--- src/rtl/debouncer_multi.sv ---
// debouncer_multi
//   N-channel debouncer for push-buttons, switches and slow board pins.
//   Each channel goes through a SYNC_STAGES flop synchronizer and then a
//   per-channel stability counter. The debounced level follows the
//   synchronized input only after STABLE_CYCLES consecutive stable cycles.
//   Level changes of the debounced output are also reported as one-cycle
//   rise/fall strobes plus a combined any_change flag.
//
// Ports
//   clk        : system clock, all logic on the rising edge
//   rstn       : asynchronous active-low reset
//   din        : raw asynchronous inputs, bit i = channel i
//   db_out     : debounced level per channel (registered)
//   rise       : one-cycle pulse after db_out[i] goes 0->1
//   fall       : one-cycle pulse after db_out[i] goes 1->0
//   any_change : OR of all rise/fall bits, aligned with them

module debouncer_multi #(
  parameter int   CHANNELS      = 2,
  parameter int   STABLE_CYCLES = 24,
  parameter int   SYNC_STAGES   = 2,
  parameter logic RESET_VALUE   = 1'b0
) (
  input  logic                clk,
  input  logic                rstn,
  input  logic [CHANNELS-1:0] din,
  output logic [CHANNELS-1:0] db_out,
  output logic [CHANNELS-1:0] rise,
  output logic [CHANNELS-1:0] fall,
  output logic                any_change
);

  localparam int CNT_WIDTH = $clog2(STABLE_CYCLES);
  localparam logic [CNT_WIDTH-1:0] CNT_MAX = CNT_WIDTH'(STABLE_CYCLES - 1);
  localparam logic [CNT_WIDTH-1:0] CNT_ONE = CNT_WIDTH'(1);

  logic [CHANNELS-1:0]  sync_q [SYNC_STAGES];
  logic [CHANNELS-1:0]  s;
  logic [CHANNELS-1:0]  v;
  logic [CNT_WIDTH-1:0] cnt [CHANNELS];
  logic [CHANNELS-1:0]  db_q;

  // Synchronizer: the only logic that touches din.
  always_ff @(posedge clk or negedge rstn) begin
    if (!rstn) begin
      for (int st = 0; st < SYNC_STAGES; st++) begin
        sync_q[st] <= {CHANNELS{RESET_VALUE}};
      end
    end else begin
      sync_q[0] <= din;
      for (int st = 1; st < SYNC_STAGES; st++) begin
        sync_q[st] <= sync_q[st-1];
      end
    end
  end

  assign s = sync_q[SYNC_STAGES-1];

  // Per-channel stability filter. The counter saturates at CNT_MAX so a
  // long stable input never wraps and never re-triggers a strobe.
  always_ff @(posedge clk or negedge rstn) begin
    if (!rstn) begin
      v      <= {CHANNELS{RESET_VALUE}};
      db_out <= {CHANNELS{RESET_VALUE}};
      for (int i = 0; i < CHANNELS; i++) begin
        cnt[i] <= '0;
      end
    end else begin
      for (int i = 0; i < CHANNELS; i++) begin
        if (s[i] != v[i]) begin
          v[i]   <= s[i];
          cnt[i] <= '0;
        end else if (cnt[i] == CNT_MAX) begin
          db_out[i] <= v[i];
        end else begin
          cnt[i] <= cnt[i] + CNT_ONE;
        end
      end
    end
  end

  // Edge strobes compare db_out against its previous value, so they land
  // exactly one cycle after the level change.
  always_ff @(posedge clk or negedge rstn) begin
    if (!rstn) begin
      db_q       <= {CHANNELS{RESET_VALUE}};
      rise       <= '0;
      fall       <= '0;
      any_change <= 1'b0;
    end else begin
      db_q       <= db_out;
      rise       <= db_out & ~db_q;
      fall       <= ~db_out & db_q;
      any_change <= |(db_out ^ db_q);
    end
  end

endmodule
--- config.mk ---
export PLATFORM = sky130hd
export DESIGN_NAME = debouncer_multi
export DESIGN_NICKNAME = d
export VERILOG_FILES = /design/src/rtl/debouncer_multi.sv
export SDC_FILE = /design/constraint.sdc
export NUM_CORES = 1
export LEC_CHECK = 0
export CORE_MARGIN = 2
export CORE_UTILIZATION = 45
export DETAILED_ROUTE_END_ITERATION = 6
export PLACE_DENSITY = 0.7
export SLEW_MARGIN = 15
export SYNTH_ARGS = -nofsm -noshare
export SYNTH_HDL_FRONTEND = slang
export SYNTH_SLANG_ARGS = --single-unit
--- constraint.sdc ---
create_clock -name clk -period 1.6 [get_ports clk]
set_clock_uncertainty 0.05 [all_clocks]
set_input_delay 0.4 -clock clk [delete_from_list [all_inputs] [get_ports clk]]
set_output_delay 0.4 -clock clk [all_outputs]
set_load 0.05 [all_outputs]
## After elaboration in Yosys (flattened, before gate mapping)

Index checks and enable logic that the tools add are counted.

- Add/subtract/negate cells: 2
- Equality and inequality tests: 6
- Multiplexer cells: 4
- Bitwise operators: 7
- Reduce and logical (&&, ||, !) cells: 3

Operator list:

| kind | count |
|---|---|
| 2-to-1 mux 5 bit | 4 |
| adder 5 x 1 -> 5 bit (second input constant) | 2 |
| equality test 5 bit (second input constant) | 2 |
| bitwise AND 2 bit | 2 |
| != test 2 bit (second input constant) | 2 |
| NOT 2 bit | 2 |
| AND reduction 2 bit | 2 |
| != test 1 bit | 2 |
| NOT 1 bit | 2 |
| OR reduction 2 bit | 1 |
| bitwise XOR 2 bit | 1 |

- Flip-flop bits (word level): 25
- Input port bits: 4
- Output and inout bits: 7
- Word-level logic and storage cells: 34

## Depth between registers and ports, before layout

Gate-level depths: netlist of run 1.

- Depth after elaboration: 3
- Gate-level depth with buffers: 4
- Gate-level depth less buffers: 4

## Worst setup path after synthesis of run 1

OpenSTA, ideal clock, no wires.

- Path type: reg2reg
- Start: register db_out[0]
- End: register any_change
- Setup time: 0.116 ns
- Arrival: 1.088 ns
- Required time: 1.434 ns
- Slack: 0.346 ns
- Cell stages (with the launch flop): 4
- Buffers on the path: 0
- Clock period less this slack: 1.254 ns
- Path through: dfrtp_1 inv_1 ha_1 nand2_1

- Longest elaborated chain between the ends: 2

RTL lines:

| what | RTL line | RTL |
|---|---|---|
| start: declaration | 27 | `output logic [CHANNELS-1:0] db_out,` |
| start signal: assignment | 64 | `db_out <= {CHANNELS{RESET_VALUE}};` |
| start signal: indexed assignment | 74 | `db_out[i] <= v[i];` |
| bitwise XOR 2 bit | 94 | `any_change <= \|(db_out ^ db_q);` |
| OR reduction 2 bit | 94 |  |
| end signal: assignment | 94 |  |
| end: declaration | 30 | `output logic any_change` |

Every way passes these cells.
A chain may end at the register's enable or synchronous reset.

## Worst setup path in the final report of run 1

- Start: register db_out[1]
- End: output db_out[1]

No word-level cell between the ends.

==> impl_metrics.env, run 1 <==
export IMPL_synth_area_per_cell_um2=13.01
export IMPL_tritoncts="built"
export IMPL_start_kind="flip-flop"
export IMPL_cts_hold_buffers=0
export IMPL_max_freq_mhz=707.5
export IMPL_syn_nets=88
export IMPL_area_delta_synth_final_pct=22.81
export IMPL_detail_route_wl_per_cell_um=12.34
export IMPL_initial_core_util_pct=46.77
export IMPL_ys_warn_count=0
export IMPL_grt_usage_pct=13.36
export IMPL_pin_count=11
export IMPL_cts_resized=0
export IMPL_finalCriticalPeriod_ps=1413
export IMPL_synthCells=78
export IMPL_num_fill_cells=196
export IMPL_synth_cell_type_count=20
export IMPL_grt_first_pass_wirelength_um=2573
export IMPL_critPathMaxFanout=5
export IMPL_drtPass1Iterations=4
export IMPL_grt_max_degree=26
export IMPL_seq_area_um2=625.6
export IMPL_antenna_left=0
export IMPL_path_buf_inv=1
export IMPL_cpLargestDelayFamily="flip-flops"
export IMPL_path_clk_slew_ps=130
export IMPL_fin_nets=102
export IMPL_numCtsBuffers=3
export IMPL_slew_headroom_pct=79.56
export IMPL_reg2regPathDepth=4
export IMPL_path_cells="buf_12"
export IMPL_critical_path_class="flip-flop to primary output"
export IMPL_overflow=0
export IMPL_dieWidth_um=51.49
export IMPL_grt_antenna_before_repair=0
export IMPL_hold_viol=0
export IMPL_cts_sinks=25
export IMPL_layout_commonest_cell="dfrtp_1"
export IMPL_tightest_slew_ps=306.3
export IMPL_fp_coreArea_um2=2170
export IMPL_diodes=0
export IMPL_min_period_over_period_pct=88.34
export IMPL_fin_util_pct=57.44
export IMPL_drv_cap=0
export IMPL_io_buffers=10
export IMPL_drcViolationCount=0
export IMPL_ys_ff_latch=25
export IMPL_drive_above_1_share_pct=19.78
export IMPL_worstPathRequired_ps=1150
export IMPL_rsz0062_at_grt="no"
export IMPL_finalMaxSlewViolations=0
export IMPL_via_count=594
export IMPL_rows=17
export IMPL_seq_area_frac_synth_pct=61.65
export IMPL_path_depth=1
export IMPL_die_area_um2=2651
export IMPL_cts_buffer_depth=2
export IMPL_tns_ps=0
export IMPL_irDropWorstVdd_mv=0.5664
export IMPL_drt_initial_drc_count=7
export IMPL_wl_um=1468
export IMPL_slowest_delay_ps=470
export IMPL_ff2ff_setup_slack_ps=340
export IMPL_multiInputGateArea_um2=366.6
export IMPL_gp_congestion=0.7886
export IMPL_die_h_um=51.49
export IMPL_hpwl_um=1128
export IMPL_grt_pass1_vias=593
export IMPL_holdPathStages=0
export IMPL_cts_max_level=1
export IMPL_syn_cell_area_um2=1015
export IMPL_clock_root_buffer="clkbuf_4"
export IMPL_hold_path_class="flip-flop to flip-flop"
export IMPL_postCtsSetupBuffers=0
export IMPL_power_density_nw_per_um2=847.1
export IMPL_worst_path_max_delay_cell="dfrtp_1"
export IMPL_finalSetupViolCount=0
export IMPL_most_common_layout_cells="dfrtp_1, buf_12, nand3_1, ha_1, nand2_1"
export IMPL_status="complete, no violations"
export IMPL_p_leak_nw=0.5478
export IMPL_viasPerCell=4.992
export IMPL_end_kind="primary output"
export IMPL_power_mw=1.056
export IMPL_arrival_ps=960
export IMPL_clkLatencyLatePin_ps=310
[power by group]
part / internal (mW) / switching, mW
Clock: 0.0972 / 0.169
Combinational: 0.0432 / 0.0501
Sequential: 0.663 / 0.0323
Total: 0.804 / 0.252
[area by class of cell]
| class | instances | area share (%) |
|---|---|---|
| clock buffer | 4 | 2.108 |
| multi-input combinational | 47 | 29.42 |
| timing repair buffer | 11 | 14.26 |
| sequential | 25 | 50.20 |
| inverter | 4 | 1.205 |
| tap | 28 | 2.811 |
[synth_stat cells, drive strengths merged]
library cell / number / area share [%]
a31oi: 2 / 1.2
nand4b: 2 / 1.7
nand3: 6 / 3.0
clkbuf: 2 / 0.74
nor2: 4 / 1.5
dfrtp: 25 / 62
xnor2: 2 / 1.7
o211ai: 2 / 1.5
o21ai: 2 / 0.99
ha: 6 / 7.4
nor3: 2 / 1.5
inv: 4 / 1.5
a21oi: 2 / 1.7
o21a: 2 / 1.5
nand2: 5 / 1.8
xor2: 6 / 6.7
nand2b: 2 / 1.2
and4b: 2 / 2.7
[metal layers]
| metal | share of wire, % | track usage, % |
|---|---|---|
| met1 | 42 | 15.95 |
| met3 | 4.2 | 3.216 |
| met2 | 52 | 22.44 |
| met5 | 0 | 0 |
| met4 | 2.0 | 6.579 |
[metrics by stage]
stage                     std cells  cell area (µm²)  worst slack, ps  hold slack [ps]
after floorplan                  78             1015            345.6            54.41
after global placement          115             1220            397.9            282.1
after detailed placement        115             1220            357.6            286.4
after CTS                       119             1246            175.9            319.9
after global routing            119             1246            133.8            336.5
final                           119             1246            186.5            317.5
[worst paths after layout]
path / end / start
worst max-delay path: db_out[1] / db_out[1]$_DFFE_PN0P_
worst min-delay path: s[1]$_DFF_PN0_ / sync_q[3]$_DFF_PN0_
worst min register to register: s[1]$_DFF_PN0_ / sync_q[3]$_DFF_PN0_
min in group asynchronous: db_out[1]$_DFFE_PN0P_ / rstn
max in group asynchronous: rise[0]$_DFF_PN0_ / rstn
worst max register to register: db_out[0]$_DFFE_PN0P_ / cnt[5]$_DFFE_PN0P_
[cell families after synthesis]
kind of cell	share of synthesized area, %
buffers and inverters	2.219
AND/OR/NAND/NOR	13.44
flip-flops	61.65
AO/OA/AOI/OAI	6.904
adder cells (fa/ha/maj)	7.398
XOR/XNOR	8.385
[state kept, by name, indices dropped and copies added (netlist names)]
name        cells
any_change      1
cnt            10
db_out          2
db_q            2
fall            2
rise            2
s               2
sync_q          2
v               2
(Power assumes the default switching activity.)
==> run 2, diff against run 1 <==
CELL_PAD_IN_SITES_DETAIL_PLACEMENT = 2   (was unset)
CELL_PAD_IN_SITES_GLOBAL_PLACEMENT = 2   (was unset)
CORE_UTILIZATION = 37   (was 45)
PLACE_DENSITY = 0.8   (was 0.7)
==> run 2 against run 1 <==
Compared with the run above: clock power up 14%; non-clock buffer count unchanged; design area grew 0.60%; count of clock-buffer cells in the layout fell by 1; core utilization is 8.2 points lower; maximum frequency decreased by 2.0%; sequential power hardly changed.
==> impl_metrics.env, run 2 (same netlist as run 1, synthesis figures left out) <==
export IMPL_status="complete, no violations"
export IMPL_area_delta_synth_final_pct=23.55
export IMPL_p_leak_nw=0.5511
export IMPL_most_common_layout_cells="dfrtp_1, buf_12, nand3_1, ha_1, nand2_1"
export IMPL_antenna_left=0
export IMPL_cts_hold_buffers=0
export IMPL_finalSetupViolCount=0
export IMPL_finalMaxSlewViolations=0
export IMPL_min_period_over_period_pct=90.17
export IMPL_io_buffers=10
export IMPL_via_count=611
export IMPL_rsz0062_at_grt="no"
export IMPL_drcViolationCount=0
export IMPL_path_buf_inv=1
export IMPL_drt_initial_drc_count=15
export IMPL_hold_path_class="flip-flop to flip-flop"
export IMPL_wl_met2_um=915
export IMPL_hpwl_um=1373
export IMPL_seq_area_um2=625.6
export IMPL_dp_cells=117
export IMPL_power_density_nw_per_um2=874.4
export IMPL_num_fill_cells=245
export IMPL_r2r_start="cnt[0]$_DFFE_PN0P_"
export IMPL_worstHoldStart="sync_q[3]$_DFF_PN0_"
export IMPL_pin_count=11
export IMPL_arrival_ps=990
export IMPL_grt_usage_pct=13.78
export IMPL_diodes=0
export IMPL_crit_start="db_out[0]$_DFFE_PN0P_"
export IMPL_stdcell_count=121
export IMPL_ff2ff_setup_slack_ps=310
export IMPL_drive_above_1_share_pct=20.88
export IMPL_clock_root_buffer="clkbuf_4"
export IMPL_slowest_delay_ps=480
export IMPL_cpLargestDelayFamily="flip-flops"
export IMPL_cts_sinks=25
export IMPL_tightest_slew_ps=331.3
export IMPL_tritoncts="built"
export IMPL_met1_length_um=811
export IMPL_gp_congestion=0.6910
export IMPL_overflow=0
export IMPL_initial_core_util_pct=39.87
export IMPL_cts_buffer_depth=2
export IMPL_numCtsBuffers=3
export IMPL_grt_max_degree=26
export IMPL_clkLatencyLatePin_ps=330
export IMPL_postCtsSetupBuffers=0
export IMPL_critPathMaxFanout=5
export IMPL_irDropWorstVdd_mv=0.5231
export IMPL_grt_pass1_vias=696
export IMPL_drtPass1Iterations=3
export IMPL_path_cells="buf_12"
export IMPL_die_h_um=56.37
export IMPL_dieWidth_um=56.37
export IMPL_end_kind="primary output"
export IMPL_slew_headroom_pct=77.90
export IMPL_rows=18
export IMPL_grt_first_pass_wirelength_um=3332
export IMPL_worst_path_max_delay_cell="dfrtp_1"
export IMPL_fp_coreArea_um2=2545
export IMPL_max_freq_mhz=693.1
export IMPL_top_layer="met4"
export IMPL_drv_cap=0
export IMPL_critical_path_class="flip-flop to primary output"
export IMPL_tns_ps=0
export IMPL_viasPerCell=5.050
export IMPL_worstPathRequired_ps=1150
export IMPL_multiInputGateArea_um2=366.6
export IMPL_wl_met3_um=38
export IMPL_grt_antenna_before_repair=0
export IMPL_path_clk_slew_ps=150
export IMPL_top_register="cnt"
export IMPL_die_area_um2=3178
export IMPL_hold_viol=0
export IMPL_finalCriticalPeriod_ps=1443
export IMPL_cts_resized=0
export IMPL_cts_max_level=1
export IMPL_detail_route_wl_per_cell_um=14.81
export IMPL_wl_um=1792
export IMPL_largest_register_ffs=10
export IMPL_start_kind="flip-flop"
export IMPL_fin_nets=102
export IMPL_layout_commonest_cell="dfrtp_1"
-- run 2: power by group --
group          total [mW]  internal (mW)  leakage (nW)  switching (mW)
registers           0.697          0.663         0.330          0.0331
clock network       0.305          0.102        0.0183           0.203
logic              0.0951         0.0430         0.203          0.0521
-- run 2: cell type report --
type / count / area share [%]
sequential: 25 / 49.90
multi-input combinational: 47 / 29.24
timing repair buffer: 11 / 14.17
tap: 30 / 2.994
clock buffer: 3 / 1.796
inverter: 4 / 1.198
clock inverter: 1 / 0.6986
-- run 2: path summary, 6_finish.rpt --
path	endpoint	depth (start not counted)
max	db_out[0]	1
max reg2reg	db_out[1]$_DFFE_PN0P_	4
min reg2reg	s[1]$_DFF_PN0_	0
min in group asynchronous	rise[1]$_DFF_PN0_	2
max in group asynchronous	cnt[9]$_DFFE_PN0P_	2
min	s[1]$_DFF_PN0_	0
-- run 2: per-stage QoR --
step	power, mW	util (%)	hold slack, ps	setup WS, ps	area, µm²
final	1.096	49.26	325.2	157.2	1254
after global routing	1.160	49.26	331.4	88.23	1254
after CTS	1.116	49.26	328.1	132.3	1254
after detailed placement	0.8080	48.03	294.2	321.0	1222
after global placement	0.8008	48.03	285.0	358.6	1222
after floorplan	0.7649	-	54.41	345.6	1015
-- run 2: metal layers --
| metal | vias to the layer above | global-route usage (%) |
|---|---|---|
| met5 | - | 0 |
| met4 | 0 | 6.122 |
| met3 | 2 | 2.765 |
| met2 | 7 | 23.19 |
| met1 | 315 | 17.09 |
| li1 | 287 | - |
==> run 3, diff against run 2 <==
ABC_CLOCK_PERIOD_IN_PS = 1600   (was unset)
==> results of run 3 <==
No change in the layout: final DEF, timing and power equal those of run 2.
